==> src/rtl/flop_div_if.sv <==
`default_nettype none
// ============================================================================
//  Module      : flop_div_if
//  Description : Handshake and result bundle for the flop_div half-precision
//                divider. The master side issues start/operands; the slave
//                side (the divider) returns busy/done and the unpacked
//                quotient fields.
//                Signals:
//                  start        request, sampled by the divider when idle
//                  flp_a        dividend  (sign[15], exp[14:10], frac[9:0])
//                  flp_b        divisor   (same format)
//                  busy         divider is iterating
//                  done         one-cycle result-valid pulse
//                  sign         quotient sign
//                  exponent     quotient biased exponent
//                  quot         quotient fraction, hidden bit dropped
//                  div_by_zero  last operation had flp_b == 0
//                  ovf / unf    exponent saturation flags
//  Revision    : 1.0 - initial release
// ============================================================================
interface flop_div_if;
    logic        start;
    logic [15:0] flp_a;
    logic [15:0] flp_b;
    logic        busy;
    logic        done;
    logic        sign;
    logic [4:0]  exponent;
    logic [9:0]  quot;
    logic        div_by_zero;
    logic        ovf;
    logic        unf;

    modport master (
        output start, flp_a, flp_b,
        input  busy, done, sign, exponent, quot, div_by_zero, ovf, unf
    );

    modport slave (
        input  start, flp_a, flp_b,
        output busy, done, sign, exponent, quot, div_by_zero, ovf, unf
    );
endinterface
`default_nettype wire

==> src/rtl/flop_div.sv <==
`default_nettype none
// ============================================================================
//  Module      : flop_div
//  Description : Sequential 16-bit half-precision divider (flp_a / flp_b).
//                The mantissa quotient comes from a restoring divider that
//                produces one quotient bit per clock (12 steps), followed by
//                a single normalisation cycle. Truncating, subnormals are
//                treated as normal, Inf/NaN are not recognised.
//                Ports:
//                  clk    rising-edge clock
//                  rst_n  asynchronous active-low reset
//                  bus    flop_div_if.slave (start/operands in,
//                         busy/done/result fields out)
//                Build option:
//                  FLOP_DIV_SAT_EN  saturate the exponent on overflow /
//                                   underflow and raise ovf / unf; when not
//                                   defined the exponent wraps and ovf / unf
//                                   stay 0.
//  Revision    : 1.0 - initial release
// ============================================================================
module flop_div (
    input  wire logic clk,
    input  wire logic rst_n,
    flop_div_if.slave bus
);

    typedef enum logic [1:0] {
        IDLE = 2'd0,
        CALC = 2'd1,
        NORM = 2'd2
    } state_t;

    state_t             r_state,    w_state_nxt;
    logic [10:0]        r_mb,       w_mb_nxt;
    logic [11:0]        r_rem,      w_rem_nxt;
    logic [11:0]        r_q,        w_q_nxt;
    logic [3:0]         r_cnt,      w_cnt_nxt;
    logic signed [6:0]  r_ediff,    w_ediff_nxt;
    logic               r_sgn_pend, w_sgn_pend_nxt;

    logic               r_done,     w_done_nxt;
    logic               r_sign,     w_sign_nxt;
    logic [4:0]         r_exp,      w_exp_nxt;
    logic [9:0]         r_quot,     w_quot_nxt;
    logic               r_dbz,      w_dbz_nxt;
    logic               r_ovf,      w_ovf_nxt;
    logic               r_unf,      w_unf_nxt;

    // Restoring-division step helpers
    logic               w_ge;
    logic [11:0]        w_rem_sel;
    // Normalised exponent (biased, 7-bit signed so it can leave 0..31)
    logic signed [6:0]  w_e;
    logic               w_unused;

    assign w_ge      = (r_rem >= {1'b0, r_mb});
    assign w_rem_sel = w_ge ? (r_rem - {1'b0, r_mb}) : r_rem;
    // A quotient without its integer bit set means ma < mb: shift one more
    // place and take one off the exponent.
    assign w_e       = r_ediff - (r_q[11] ? 7'sd0 : 7'sd1);
    // Upper exponent bits only matter to the saturating build.
    assign w_unused  = &{1'b0, w_e[6:5]};

    // ------------------------------------------------------------------------
    // State and datapath registers
    // ------------------------------------------------------------------------
    always_ff @(posedge clk or negedge rst_n) begin
        if (!rst_n) begin
            r_state    <= IDLE;
            r_mb       <= '0;
            r_rem      <= '0;
            r_q        <= '0;
            r_cnt      <= '0;
            r_ediff    <= '0;
            r_sgn_pend <= 1'b0;
            r_done     <= 1'b0;
            r_sign     <= 1'b0;
            r_exp      <= '0;
            r_quot     <= '0;
            r_dbz      <= 1'b0;
            r_ovf      <= 1'b0;
            r_unf      <= 1'b0;
        end else begin
            r_state    <= w_state_nxt;
            r_mb       <= w_mb_nxt;
            r_rem      <= w_rem_nxt;
            r_q        <= w_q_nxt;
            r_cnt      <= w_cnt_nxt;
            r_ediff    <= w_ediff_nxt;
            r_sgn_pend <= w_sgn_pend_nxt;
            r_done     <= w_done_nxt;
            r_sign     <= w_sign_nxt;
            r_exp      <= w_exp_nxt;
            r_quot     <= w_quot_nxt;
            r_dbz      <= w_dbz_nxt;
            r_ovf      <= w_ovf_nxt;
            r_unf      <= w_unf_nxt;
        end
    end

    // ------------------------------------------------------------------------
    // Next-state and result logic
    // ------------------------------------------------------------------------
    always_comb begin
        w_state_nxt    = r_state;
        w_mb_nxt       = r_mb;
        w_rem_nxt      = r_rem;
        w_q_nxt        = r_q;
        w_cnt_nxt      = r_cnt;
        w_ediff_nxt    = r_ediff;
        w_sgn_pend_nxt = r_sgn_pend;
        w_done_nxt     = 1'b0;
        w_sign_nxt     = r_sign;
        w_exp_nxt      = r_exp;
        w_quot_nxt     = r_quot;
        w_dbz_nxt      = r_dbz;
        w_ovf_nxt      = r_ovf;
        w_unf_nxt      = r_unf;

        case (r_state)
            IDLE: begin
                if (bus.start) begin
                    if (bus.flp_b == 16'h0000) begin
                        // Divisor test comes first so 0/0 also reports it.
                        w_done_nxt = 1'b1;
                        w_dbz_nxt  = 1'b1;
                        w_sign_nxt = bus.flp_a[15] ^ bus.flp_b[15];
                        w_exp_nxt  = 5'd31;
                        w_quot_nxt = '0;
                        w_ovf_nxt  = 1'b0;
                        w_unf_nxt  = 1'b0;
                    end else if (bus.flp_a == 16'h0000) begin
                        w_done_nxt = 1'b1;
                        w_dbz_nxt  = 1'b0;
                        w_sign_nxt = 1'b0;
                        w_exp_nxt  = '0;
                        w_quot_nxt = '0;
                        w_ovf_nxt  = 1'b0;
                        w_unf_nxt  = 1'b0;
                    end else begin
                        w_mb_nxt       = {1'b1, bus.flp_b[9:0]};
                        w_rem_nxt      = {1'b0, 1'b1, bus.flp_a[9:0]};
                        w_q_nxt        = '0;
                        w_cnt_nxt      = '0;
                        w_sgn_pend_nxt = bus.flp_a[15] ^ bus.flp_b[15];
                        w_ediff_nxt    = {2'b00, bus.flp_a[14:10]}
                                       - {2'b00, bus.flp_b[14:10]}
                                       + 7'sd15;
                        w_state_nxt    = CALC;
                    end
                end
            end

            CALC: begin
                // Remainder stays below 2*mb, so 12 bits always suffice.
                w_rem_nxt = w_rem_sel << 1;
                w_q_nxt   = {r_q[10:0], w_ge};
                w_cnt_nxt = r_cnt + 4'd1;
                if (r_cnt == 4'd11) begin
                    w_state_nxt = NORM;
                end
            end

            NORM: begin
                w_done_nxt  = 1'b1;
                w_dbz_nxt   = 1'b0;
                w_sign_nxt  = r_sgn_pend;
                w_quot_nxt  = r_q[11] ? r_q[10:1] : r_q[9:0];
                w_exp_nxt   = w_e[4:0];
                w_ovf_nxt   = 1'b0;
                w_unf_nxt   = 1'b0;
`ifdef FLOP_DIV_SAT_EN
                if (w_e > 7'sd30) begin
                    w_exp_nxt  = 5'd31;
                    w_quot_nxt = '0;
                    w_ovf_nxt  = 1'b1;
                end else if (w_e < 7'sd1) begin
                    w_exp_nxt  = 5'd0;
                    w_quot_nxt = '0;
                    w_unf_nxt  = 1'b1;
                end
`endif
                w_state_nxt = IDLE;
            end

            default: begin
                w_state_nxt = IDLE;
            end
        endcase
    end

    assign bus.busy        = (r_state != IDLE);
    assign bus.done        = r_done;
    assign bus.sign        = r_sign;
    assign bus.exponent    = r_exp;
    assign bus.quot        = r_quot;
    assign bus.div_by_zero = r_dbz;
    assign bus.ovf         = r_ovf;
    assign bus.unf         = r_unf;

endmodule
`default_nettype wire

==> src/flat_wrapper.sv <==
// flat-port wrapper written by rule: the top's interface ports become plain ports
module flop_div_flat 
  (clk, rst_n, bus_start, bus_flp_a, bus_flp_b, bus_busy, bus_done, bus_sign, bus_exponent, bus_quot, bus_div_by_zero, bus_ovf, bus_unf);
  flop_div_if bus_i ();
  input  wire logic clk;
  input  wire logic rst_n;
  input wire logic [$bits(bus_i.start)-1:0] bus_start;
  input wire logic [$bits(bus_i.flp_a)-1:0] bus_flp_a;
  input wire logic [$bits(bus_i.flp_b)-1:0] bus_flp_b;
  output wire logic [$bits(bus_i.busy)-1:0] bus_busy;
  output wire logic [$bits(bus_i.done)-1:0] bus_done;
  output wire logic [$bits(bus_i.sign)-1:0] bus_sign;
  output wire logic [$bits(bus_i.exponent)-1:0] bus_exponent;
  output wire logic [$bits(bus_i.quot)-1:0] bus_quot;
  output wire logic [$bits(bus_i.div_by_zero)-1:0] bus_div_by_zero;
  output wire logic [$bits(bus_i.ovf)-1:0] bus_ovf;
  output wire logic [$bits(bus_i.unf)-1:0] bus_unf;
  assign bus_i.start = bus_start;
  assign bus_i.flp_a = bus_flp_a;
  assign bus_i.flp_b = bus_flp_b;
  assign bus_busy = bus_i.busy;
  assign bus_done = bus_i.done;
  assign bus_sign = bus_i.sign;
  assign bus_exponent = bus_i.exponent;
  assign bus_quot = bus_i.quot;
  assign bus_div_by_zero = bus_i.div_by_zero;
  assign bus_ovf = bus_i.ovf;
  assign bus_unf = bus_i.unf;
  flop_div u_core (.clk(clk), .rst_n(rst_n), .bus(bus_i));
endmodule
==> config.mk <==
export PLATFORM = sky130hd
export DESIGN_NAME = flop_div_flat
export DESIGN_NICKNAME = d
export VERILOG_FILES = /design/src/rtl/flop_div_if.sv /design/src/rtl/flop_div.sv /design/src/flat_wrapper.sv
export SDC_FILE = /design/constraint.sdc
export NUM_CORES = 1
export LEC_CHECK = 0
export CAP_MARGIN = 20
export CORE_MARGIN = 8
export CORE_UTILIZATION = 40
export CTS_BUF_LIST = sky130_fd_sc_hd__clkbuf_8
export CTS_CLUSTER_DIAMETER = 30
export DETAILED_ROUTE_END_ITERATION = 12
export GPL_TIMING_DRIVEN = 0
export PLACE_DENSITY = 0.63
export SYNTH_ARGS = -nofsm -noshare
export SYNTH_HDL_FRONTEND = slang
export SYNTH_SLANG_ARGS = --single-unit
==> constraint.sdc <==
create_clock -name clk -period 3.8 [get_ports clk]
set_clock_uncertainty 0.1 [all_clocks]
set_input_delay 0.76 -clock clk [delete_from_list [all_inputs] [get_ports clk]]
set_output_delay 0.76 -clock clk [all_outputs]
set_load 0.03 [all_outputs]
Word-level counts from Yosys, hierarchy flattened
Index checks and enable logic that the tools add are counted.

Register bits: 66. Output and inout port bits: 21. Logic and storage cells: 82. Input bits: 35.

Muxes and demuxes: 42. Order comparisons: 1. Reduce and logical (&&, ||, !) cells: 10. $add $sub $neg: 5. Bitwise gates (word level): 3. Equal/unequal tests: 8.

Operators by type and width (count): 12-bit 2-to-1 mux (6); 12-bit case mux with 2 select lines (2); 10-bit 2-to-1 mux (4); 16-bit logical NOT (2); 10-bit case mux with 2 select lines (1); 5-bit 2-to-1 mux (3); 12-bit by 11-bit >= comparator with 1-bit output (1); 4-bit 2-to-1 mux (3); 4-bit AND reduction (3); 1-bit 2-to-1 mux (11); 11-bit 2-to-1 mux (1); 11-bit subtractor (1); 5-bit case mux with 2 select lines (1); 2-bit 2-to-1 mux (4); 1-bit case mux with 2 select lines (4); 4-bit case mux with 2 select lines (1); 2-bit != test (second input constant) (3); 2-bit nonzero test (3); 5-bit by 4-bit adder with 5-bit output (second input constant) (1); 5-bit by 2-bit subtractor with 5-bit output (1); 5-bit subtractor (1); 4-bit by 1-bit adder with 4-bit output (second input constant) (1); 4-bit equality test (second input constant) (1); 2-bit case mux with 2 select lines (1); 8 further kinds (9).

Logic depth before layout (Yosys ltp)
Gate-level depths: netlist of run 1.

Depth in word-level cells: 5. Gate-level depth with buffers: 9. Gate-level depth less buffers: 9.

Worst setup path before layout of run 1
Ideal clock, no wire load.

Path type: reg-to-reg. Start: register u_core.r_rem[0]. End: register u_core.r_rem[8]. Period minus slack after synthesis: 2437 ps. Library setup time: 138 ps. Path buffers: 0. Cell stages (with the launch flop): 10. Setup slack: 1363 ps. Data required time: 3562 ps. Data arrival time: 2199 ps. Cells stage by stage: dfrtp_1 inv_1 ha_1 fa_1 and2b_1 o22ai_2 a2111oi_4 nor4_4 a222oi_1 o31ai_1.

Word-level cells in the longest chain between the ends: 3. Elaborated cells between the ends (all ways): 4. Those cells by class: 1 x add/sub; 1 x order compare; 2 x mux.

Ends and longest elaborated chain: start: declaration (line flop_div.sv:35) `logic [11:0] r_rem, w_rem_nxt;`; start signal: assignment (line flop_div.sv:86) `r_rem <= w_rem_nxt;`; 11-bit subtractor or 12-bit by 11-bit >= comparator with 1-bit output (tied branches) (line flop_div.sv:57, flop_div.sv:56); 11-bit 2-to-1 mux (*) (line flop_div.sv:57) `assign w_rem_sel = w_ge ? (r_rem - {1'b0, r_mb}) : r_rem;`; 12-bit case mux with 2 select lines (*) (line flop_div.sv:120) `case (r_state)`.

Every way passes the cells marked *; elsewhere a longest branch is shown, timed or not. A chain may end at the register's enable or synchronous reset.

Worst setup path in the final report of run 1
Start: input port bus_flp_b[15]. End: register u_core.r_rem[11].

Word-level cells in the longest chain between the ends: 3.

Ends and longest elaborated chain: start: declaration (line flat_wrapper.sv:9) `input wire logic [$bits(bus_i.flp_b)-1:0] bus_flp_b;`; 16-bit logical NOT (line flop_div.sv:123) `if (bus.flp_b == 16'h0000) begin`; 2-bit != test (no line); 4-bit AND reduction (no line).

No other way between the ends.

==> results_dict.tcl, run 1 <==
set metrics [dict create \
    outcome "completed" \
    antenna_found_initial 0 \
    internal-power_mw 2.256 \
    floorplan.rows 34 \
    cts_max_path_buffers 2 \
    path_class "in -> reg" \
    dpl-instance-area_um2 4202 \
    dieWidth_um 110.0 \
    num-nets-final 475 \
    critPathMaxFanout 10 \
    postRouteWirelength_mm 8.622 \
    setup-tns-final_ns 0 \
    min_from "u_core.r_mb[10]" \
    areaGrowthSynthToFinish_pct 24.57 \
    power.static_leakage_nw 1.999 \
    timing.critical_path.required_ns 3.95 \
    worst_r2r_startpoint "u_core.r_rem[0]" \
    vias_per_cell 5.328 \
    global_route_wire_length_before_repair_mm 14.41 \
    p_per_area_nw_per_um2 894.6 \
    detail-route-antenna-nets 0 \
    synth-seq-area-share_pct 46.02 \
    synth_top_family_by_area "compound AO/OA/AOI/OAI gates" \
    place.port_buffers 53 \
    timing.final.hold_violations 0 \
    fraction_of_the_mapped_netlist_area_in_compound_gates_pct 20.53 \
    cp-start-kind "primary input" \
    maximum_number_of_pins_on_one_net_before_global_route_repair 66 \
    regToRegSetupSlack_ns 1.06 \
    worstRegToRegCells 9 \
    num_vias 2824 \
    power.share.sequential_pct 29.9 \
    synthArstFlopShare_pct 100.0 \
    layout-drive-gt1-share_pct 7.346 \
    cp_data_arrival_time_ns 3.14 \
    num_antenna_cells 0 \
    grt.overflow.total 0 \
    synth.top_cells.by_count "sky130_fd_sc_hd__dfrtp_1 (65), sky130_fd_sc_hd__nand2_1 (62), sky130_fd_sc_hd__o21ai_0 (29)" \
    synth_top_cells_by_area "sky130_fd_sc_hd__dfrtp_1 (46%), sky130_fd_sc_hd__ha_1 (7.4%), sky130_fd_sc_hd__nand2_1 (6.6%)" \
    power_frac_comb_pct 54.6 \
    crit_start "bus_flp_b[15]" \
    design.die.area_um2 12100 \
    synth.distinct_cells 56 \
    clk_lat_worst_skew_ns 0.35 \
    synth_fa_ha_area_share_pct 8.566 \
    max_freq_ghz 0.3349 \
    post-cts-setup-buffer-count 0 \
    synth_mux_area_share_pct 2.832 \
    route.detailed.drc 0 \
    slew_violations 0 \
    switching_share_pct 42.72 \
    die-height_um 110.0 \
    globalRouteTotalUtil_pct 15.34 \
    synthesis.area_per_instance_um2 10.04 \
    synthCells 352 \
    synth_enable_flop_cells 0 \
    synth_top_area_share_pct 46.02 \
    synth-main-ff-cell "sky130_fd_sc_hd__dfrtp_1" \
    cts.sinks 65 \
    power.net_switching_mw 1.683 \
    hold_buffers 0 \
    io-pin-count 56 \
    synth_most_common_cell "sky130_fd_sc_hd__dfrtp_1" \
    cts.clk_slew.worst_paths_ns 0.08 \
    drt-wirelength-per-cell_um 16.27 \
    post_cts_resized 0 \
    first_global_vias 2855 \
    routabilityCongestion 0.8422 \
    core_area_um2 8636 \
    synthesis.yosys.warnings 0 \
    synth-seq-cells 65 \
    synth_xor_area_share_pct 3.717 \
    floorplan.initialDensity_pct 40.93 \
    fin_cells 530 \
    finalHoldWorstSlack_ns 0.3580 \
    critical_path_sink_type "flop" \
    drt_first_pass_iters 5 \
    dp_hpwl_mm 6.446 \
    tritoncts "built" \
    post-synth-top-area-cell "sky130_fd_sc_hd__dfrtp_1" \
    area_of_all_placed_cells_without_fillers_um2 4403 \
    cts.htree.levels 3 \
    timing.hold.worst_path_depth 2 \
    max-slew-margin-rel_pct 45.10 \
    hold-path-endpoint "u_core.r_mb[10]" \
    hp-class "reg -> reg" \
    clkPwrFrac_pct 15.5 \
    max_cap_violations 0 \
    synth.cell_area_um2 3535 \
    setup_violations 0 \
    final_min_period_over_clock_period_pct 78.57 \
    r2r-end "u_core.r_rem[8]" \
    irDropWorstVdd_v 0.0005032 \
    rsz0062_at_grt "no" \
    clk_tree_root_cell "sky130_fd_sc_hd__clkbuf_8" \
    placed_cells_incl_taps 514 \
    finalWorstPathRequiredPeriod_ns 2.986 \
    drt-initial-drc-count 120 \
    tightest_slew_ns 0.8235 \
    tritoncts.num_buffers 9 \
    yosys.area_share.simple_pct 13.45 \
]
## power groups by stage
| stage | combinational (mW) | sequential, mW | clock (mW) |
|---|---|---|---|
| after global routing | 2.40 | 1.22 | 0.658 |
| final | 2.15 | 1.18 | 0.609 |
| after detailed placement | 2.14 | 1.19 | 0 |
| after floorplan | 1.56 | 1.22 | 0 |
| after global placement | 2.10 | 1.18 | 0 |
| after CTS | 2.16 | 1.18 | 0.631 |
## how the worst max path moves through the flow
stage	end	slack [ns]	cells past startpoint
detailed placement	u_core.bus.quot[8]	0.37	8
floorplan	u_core.r_rem[8]	1.36	9
global placement	u_core.r_mb[9]	-0.33	1
CTS	u_core.bus.quot[8]	0.73	8
global route	u_core.bus.quot[8]	0.57	8
finish	u_core.r_rem[11]	0.81	8
## through the flow
stage                     util (%)  setup WS [ns]  total power, mW
after floorplan                  -          1.363            2.778
after global placement       48.68        -0.3264            3.285
after detailed placement     48.65         0.3652            3.334
after CTS                    50.99         0.7316            3.966
after global routing         50.99         0.5727            4.273
final                        50.99         0.8142            3.939
## registers in the layout, indices dropped and copies added, names as in the netlist
register and count:
u_core.r_q 12, u_core.r_sgn_pend 1, u_core.r_state 2, u_core.r_mb 11, u_core.r_ediff 5, u_core.bus.sign 1
u_core.r_cnt 4, u_core.bus.div_by_zero 1, u_core.bus.done 1, u_core.bus.exponent 5, u_core.bus.quot 10, u_core.r_rem 12
## area by class of cell
type,count,area (µm²)
Fill cell,823,4233
Buffer,15,75.07
Clock buffer,9,123.9
Clock inverter,7,77.57
Multi-Input combinational cell,248,1743
Timing Repair Buffer,53,528.0
Tap cell,108,135.1
Inverter,25,93.84
Sequential cell,65,1627
## critical path, stage by stage
cell                              delay [ns]
sky130_fd_sc_hd__clkdlybuf4s50_1        0.53
sky130_fd_sc_hd__nor4_1                 0.47
sky130_fd_sc_hd__nand4_1                0.35
sky130_fd_sc_hd__a41oi_1                0.42
sky130_fd_sc_hd__buf_6                  0.20
sky130_fd_sc_hd__buf_2                  0.23
sky130_fd_sc_hd__a32oi_1                0.08
sky130_fd_sc_hd__o31ai_1                0.10
## cell usage in the layout (no fill, tap or decap), types with 2 or more instances in the layout
master / instances
sky130_fd_sc_hd__a21o_1: 6
sky130_fd_sc_hd__a21oi_1: 6
sky130_fd_sc_hd__a222oi_1: 6
sky130_fd_sc_hd__a22o_1: 14
sky130_fd_sc_hd__a22oi_1: 3
sky130_fd_sc_hd__a31oi_1: 2
sky130_fd_sc_hd__a32oi_1: 2
sky130_fd_sc_hd__and3_1: 2
sky130_fd_sc_hd__buf_2: 3
sky130_fd_sc_hd__buf_4: 3
sky130_fd_sc_hd__clkbuf_1: 8
sky130_fd_sc_hd__clkbuf_8: 9
sky130_fd_sc_hd__clkdlybuf4s50_1: 52
sky130_fd_sc_hd__conb_1: 2
sky130_fd_sc_hd__dfrtp_1: 65
sky130_fd_sc_hd__fa_1: 2
sky130_fd_sc_hd__ha_1: 21
sky130_fd_sc_hd__inv_1: 25
sky130_fd_sc_hd__inv_6: 3
sky130_fd_sc_hd__mux2i_1: 10
sky130_fd_sc_hd__nand2_1: 62
sky130_fd_sc_hd__nand3_1: 2
sky130_fd_sc_hd__nand3b_1: 2
sky130_fd_sc_hd__nand4_1: 4
sky130_fd_sc_hd__nor2_1: 8
sky130_fd_sc_hd__nor2b_1: 3
sky130_fd_sc_hd__nor3_1: 2
sky130_fd_sc_hd__nor4_1: 8
sky130_fd_sc_hd__o211ai_1: 6
sky130_fd_sc_hd__o21a_1: 3
sky130_fd_sc_hd__o21ai_0: 29
sky130_fd_sc_hd__o2bb2ai_1: 2
sky130_fd_sc_hd__o311ai_1: 2
sky130_fd_sc_hd__o31ai_1: 2
sky130_fd_sc_hd__or2_2: 2
sky130_fd_sc_hd__xnor2_1: 9
sky130_fd_sc_hd__xor2_1: 6
## per-layer routing
metal	track usage [%]	routed length [µm]	vias to the layer above
li1	-	-	1399
met1	19.34	3820	1348
met2	25.34	4106	70
met3	4.244	606	7
met4	4.050	88	0
met5	0	0	-
## kinds of logic after synthesis
| kind of cell | Yosys count |
|---|---|
| AO/OA/AOI/OAI | 97 |
| adder cells (fa/ha/maj) | 23 |
| other | 1 |
| flip-flops | 65 |
| XOR/XNOR | 15 |
| multiplexers | 10 |
| AND/OR/NAND/NOR | 101 |
| buffers and inverters | 40 |
Note: power is estimated with default switching activity, not from simulation.
==> run 2: changes to the inputs <==
--- a/config.mk
+++ b/config.mk
@@ -12,7 +12,7 @@
 export CTS_CLUSTER_DIAMETER = 30
 export DETAILED_ROUTE_END_ITERATION = 12
 export GPL_TIMING_DRIVEN = 0
-export PLACE_DENSITY = 0.63
+export PLACE_DENSITY = 0.66
 export SYNTH_ARGS = -nofsm -noshare
 export SYNTH_HDL_FRONTEND = slang
 export SYNTH_SLANG_ARGS = --single-unit
==> constraint.sdc (replaced) <==
create_clock -name clk -period 2.55 [get_ports clk]
set_clock_uncertainty 0.1 [all_clocks]
set_input_delay 0.51 -clock clk [delete_from_list [all_inputs] [get_ports clk]]
set_output_delay 0.51 -clock clk [all_outputs]
set_load 0.03 [all_outputs]
==> run 2 against run 1 <==
The flow now finishes with violations (setup timing). Cell area rose by 3.7%. Core utilization rose by 1.9 points. Global-route usage rose by 0.14 points. Flip-flop and latch count did not move. Critical endpoint unchanged.
==> results_dict.tcl, run 2 (same netlist as run 1, synthesis figures left out) <==
set metrics [dict create \
    outcome "complete, but fails checks" \
    failed_checks "setup timing" \
    num_vias 2894 \
    first_global_vias 2965 \
    core_area_um2 8636 \
    top_regs "u_core.r_q: 12 flops, u_core.r_rem: 12 flops, u_core.r_mb: 11 flops" \
    io-pin-count 56 \
    hold_buffers 0 \
    setup_violations 4 \
    power.total_mw 6.157 \
    cts_max_path_buffers 2 \
    drt_first_pass_iters 5 \
    num-nets-final 484 \
    maximum_number_of_pins_on_one_net_before_global_route_repair 66 \
    tritoncts "built" \
    die-height_um 110.0 \
    critical_path_sink_type "flop" \
    setup-tns-final_ns -0.1106 \
    dp_hpwl_mm 6.387 \
    max-slew-margin-rel_pct 45.52 \
    floorplan.initialDensity_pct 40.93 \
    final_min_period_over_clock_period_pct 103.0 \
    finalWorstPathRequiredPeriod_ns 2.627 \
    p_per_area_nw_per_um2 1349 \
    detail-route-antenna-nets 0 \
    globalRouteTotalUtil_pct 15.49 \
    antenna_found_initial 0 \
    drt-initial-drc-count 138 \
    fin_ws_ns -0.07738 \
    fin_cells 539 \
    max_cap_violations 0 \
    place.port_buffers 53 \
    cts.clk_slew.worst_paths_ns 0.08 \
    grt.overflow.total 0 \
    slew_violations 0 \
    layout-drive-gt1-share_pct 11.83 \
    final_common_cell "sky130_fd_sc_hd__dfrtp_1" \
    max_freq_ghz 0.3806 \
    rsz0062_at_grt "yes" \
    routabilityCongestion 0.8896 \
    postRouteWirelength_mm 8.871 \
    tritoncts.num_buffers 9 \
    cts.sinks 65 \
    finalHoldWorstSlack_ns 0.1568 \
    route.detailed.drc 0 \
    cts.htree.levels 3 \
    hp-class "in -> async" \
    timing.final.hold_violations 0 \
    postLayoutCoreUtil_pct 52.85 \
    path_class "reg -> reg" \
    final_cell_mix "sky130_fd_sc_hd__dfrtp_1 (65), sky130_fd_sc_hd__nand2_1 (62), sky130_fd_sc_hd__clkdlybuf4s50_1 (52), sky130_fd_sc_hd__o21ai_0 (29), sky130_fd_sc_hd__inv_1 (25)" \
    tightest_slew_ns 0.8172 \
    cp-start-kind "flop" \
    global_route_wire_length_before_repair_mm 14.67 \
    floorplan.rows 34 \
    fill_cells 803 \
    critPathMaxFanout 5 \
    worst_r2r_startpoint "u_core.r_rem[0]" \
    vias_per_cell 5.369 \
    placed_cells_incl_taps 514 \
    timing.critical_path.required_ns 2.66 \
    cp_data_arrival_time_ns 2.74 \
    crit_start "u_core.r_rem[0]" \
    design.die.area_um2 12100 \
    drt-wirelength-per-cell_um 16.46 \
    areaGrowthSynthToFinish_pct 29.13 \
    clk_lat_worst_skew_ns 0.34 \
    clk_tree_root_cell "sky130_fd_sc_hd__clkbuf_8" \
    irDropWorstVdd_v 0.0006811 \
    dieWidth_um 110.0 \
    power.static_leakage_nw 2.059 \
    num_antenna_cells 0 \
]
==> run 2: cell count changes in the layout (fill, tap and decap cells not counted), sizes merged <==
cell    delta
inv        -3
clkbuf     +2
bufinv     +1
buf        +9
==> run 2: repair_timing <==
item / CTS / global route
resized for setup: 6 / 12
pin swaps: 4 / 9
setup buffers: 4 / 6
endpoints found under the setup margin: 15 / 43
==> run 2: cell type report <==
class | instances | area [µm²] | area share (%)
well taps | 108 | 135.1 | 2.961
clock inverters | 5 | 77.57 | 1.700
inverters | 25 | 93.84 | 2.056
clock buffers | 11 | 151.4 | 3.317
multi-input cells | 248 | 1803 | 39.50
flip-flops and latches | 65 | 1627 | 35.64
repair buffers | 62 | 599.3 | 13.13
plain buffers | 15 | 77.57 | 1.700
==> run 2: final timing paths <==
check | end | slack, ns | cells past startpoint
worst max-delay path | u_core.r_rem[11] | -0.08 | 12
worst min-delay path | u_core.bus.exponent[2] | 0.16 | 1
worst max register to register | u_core.r_rem[11] | -0.08 | 12
worst min register to register | u_core.r_mb[10] | 0.36 | 2
max in group asynchronous | u_core.r_mb[7] | 1.65 | 1
min in group clk | u_core.r_mb[10] | 0.36 | 2
==> run 2: critical path: stages, from the launching register on <==
cell                        delay, ns
sky130_fd_sc_hd__dfrtp_1         0.36
sky130_fd_sc_hd__inv_1           0.05
sky130_fd_sc_hd__ha_2            0.20
sky130_fd_sc_hd__fa_2            0.39
sky130_fd_sc_hd__and2b_2         0.25
sky130_fd_sc_hd__o22ai_4         0.08
sky130_fd_sc_hd__a2111oi_4       0.32
sky130_fd_sc_hd__buf_4           0.19
sky130_fd_sc_hd__buf_4           0.11
sky130_fd_sc_hd__buf_6           0.09
sky130_fd_sc_hd__nor3_4          0.05
sky130_fd_sc_hd__a32oi_1         0.20
sky130_fd_sc_hd__o31ai_1         0.09
==> run 2: report_power, final <==
group,internal (mW),switching (mW),total (mW)
Clock,0.601,0.406,1.01
Combinational,1.56,1.83,3.39
Sequential,1.46,0.300,1.76
Total,3.62,2.54,6.16
==> run 2: per-layer routing <==
layer	up-vias	wire (µm)	GRT usage [%]
met4	0	187	6.075
met3	14	579	3.256
li1	1419	-	-
met5	-	0	0
met1	1379	3970	19.71
met2	82	4133	25.21
==> run 2: per-stage QoR <==
step | instance area, µm² | worst slack (ns)
4_1_cts | 4486 | -0.08170
5_1_grt | 4564 | -0.1755
3_5_place_dp | 4202 | -0.3935
2_1_floorplan | 3538 | 0.1129
6_report | 4564 | -0.07738
3_3_place_gp | 4204 | -1.235
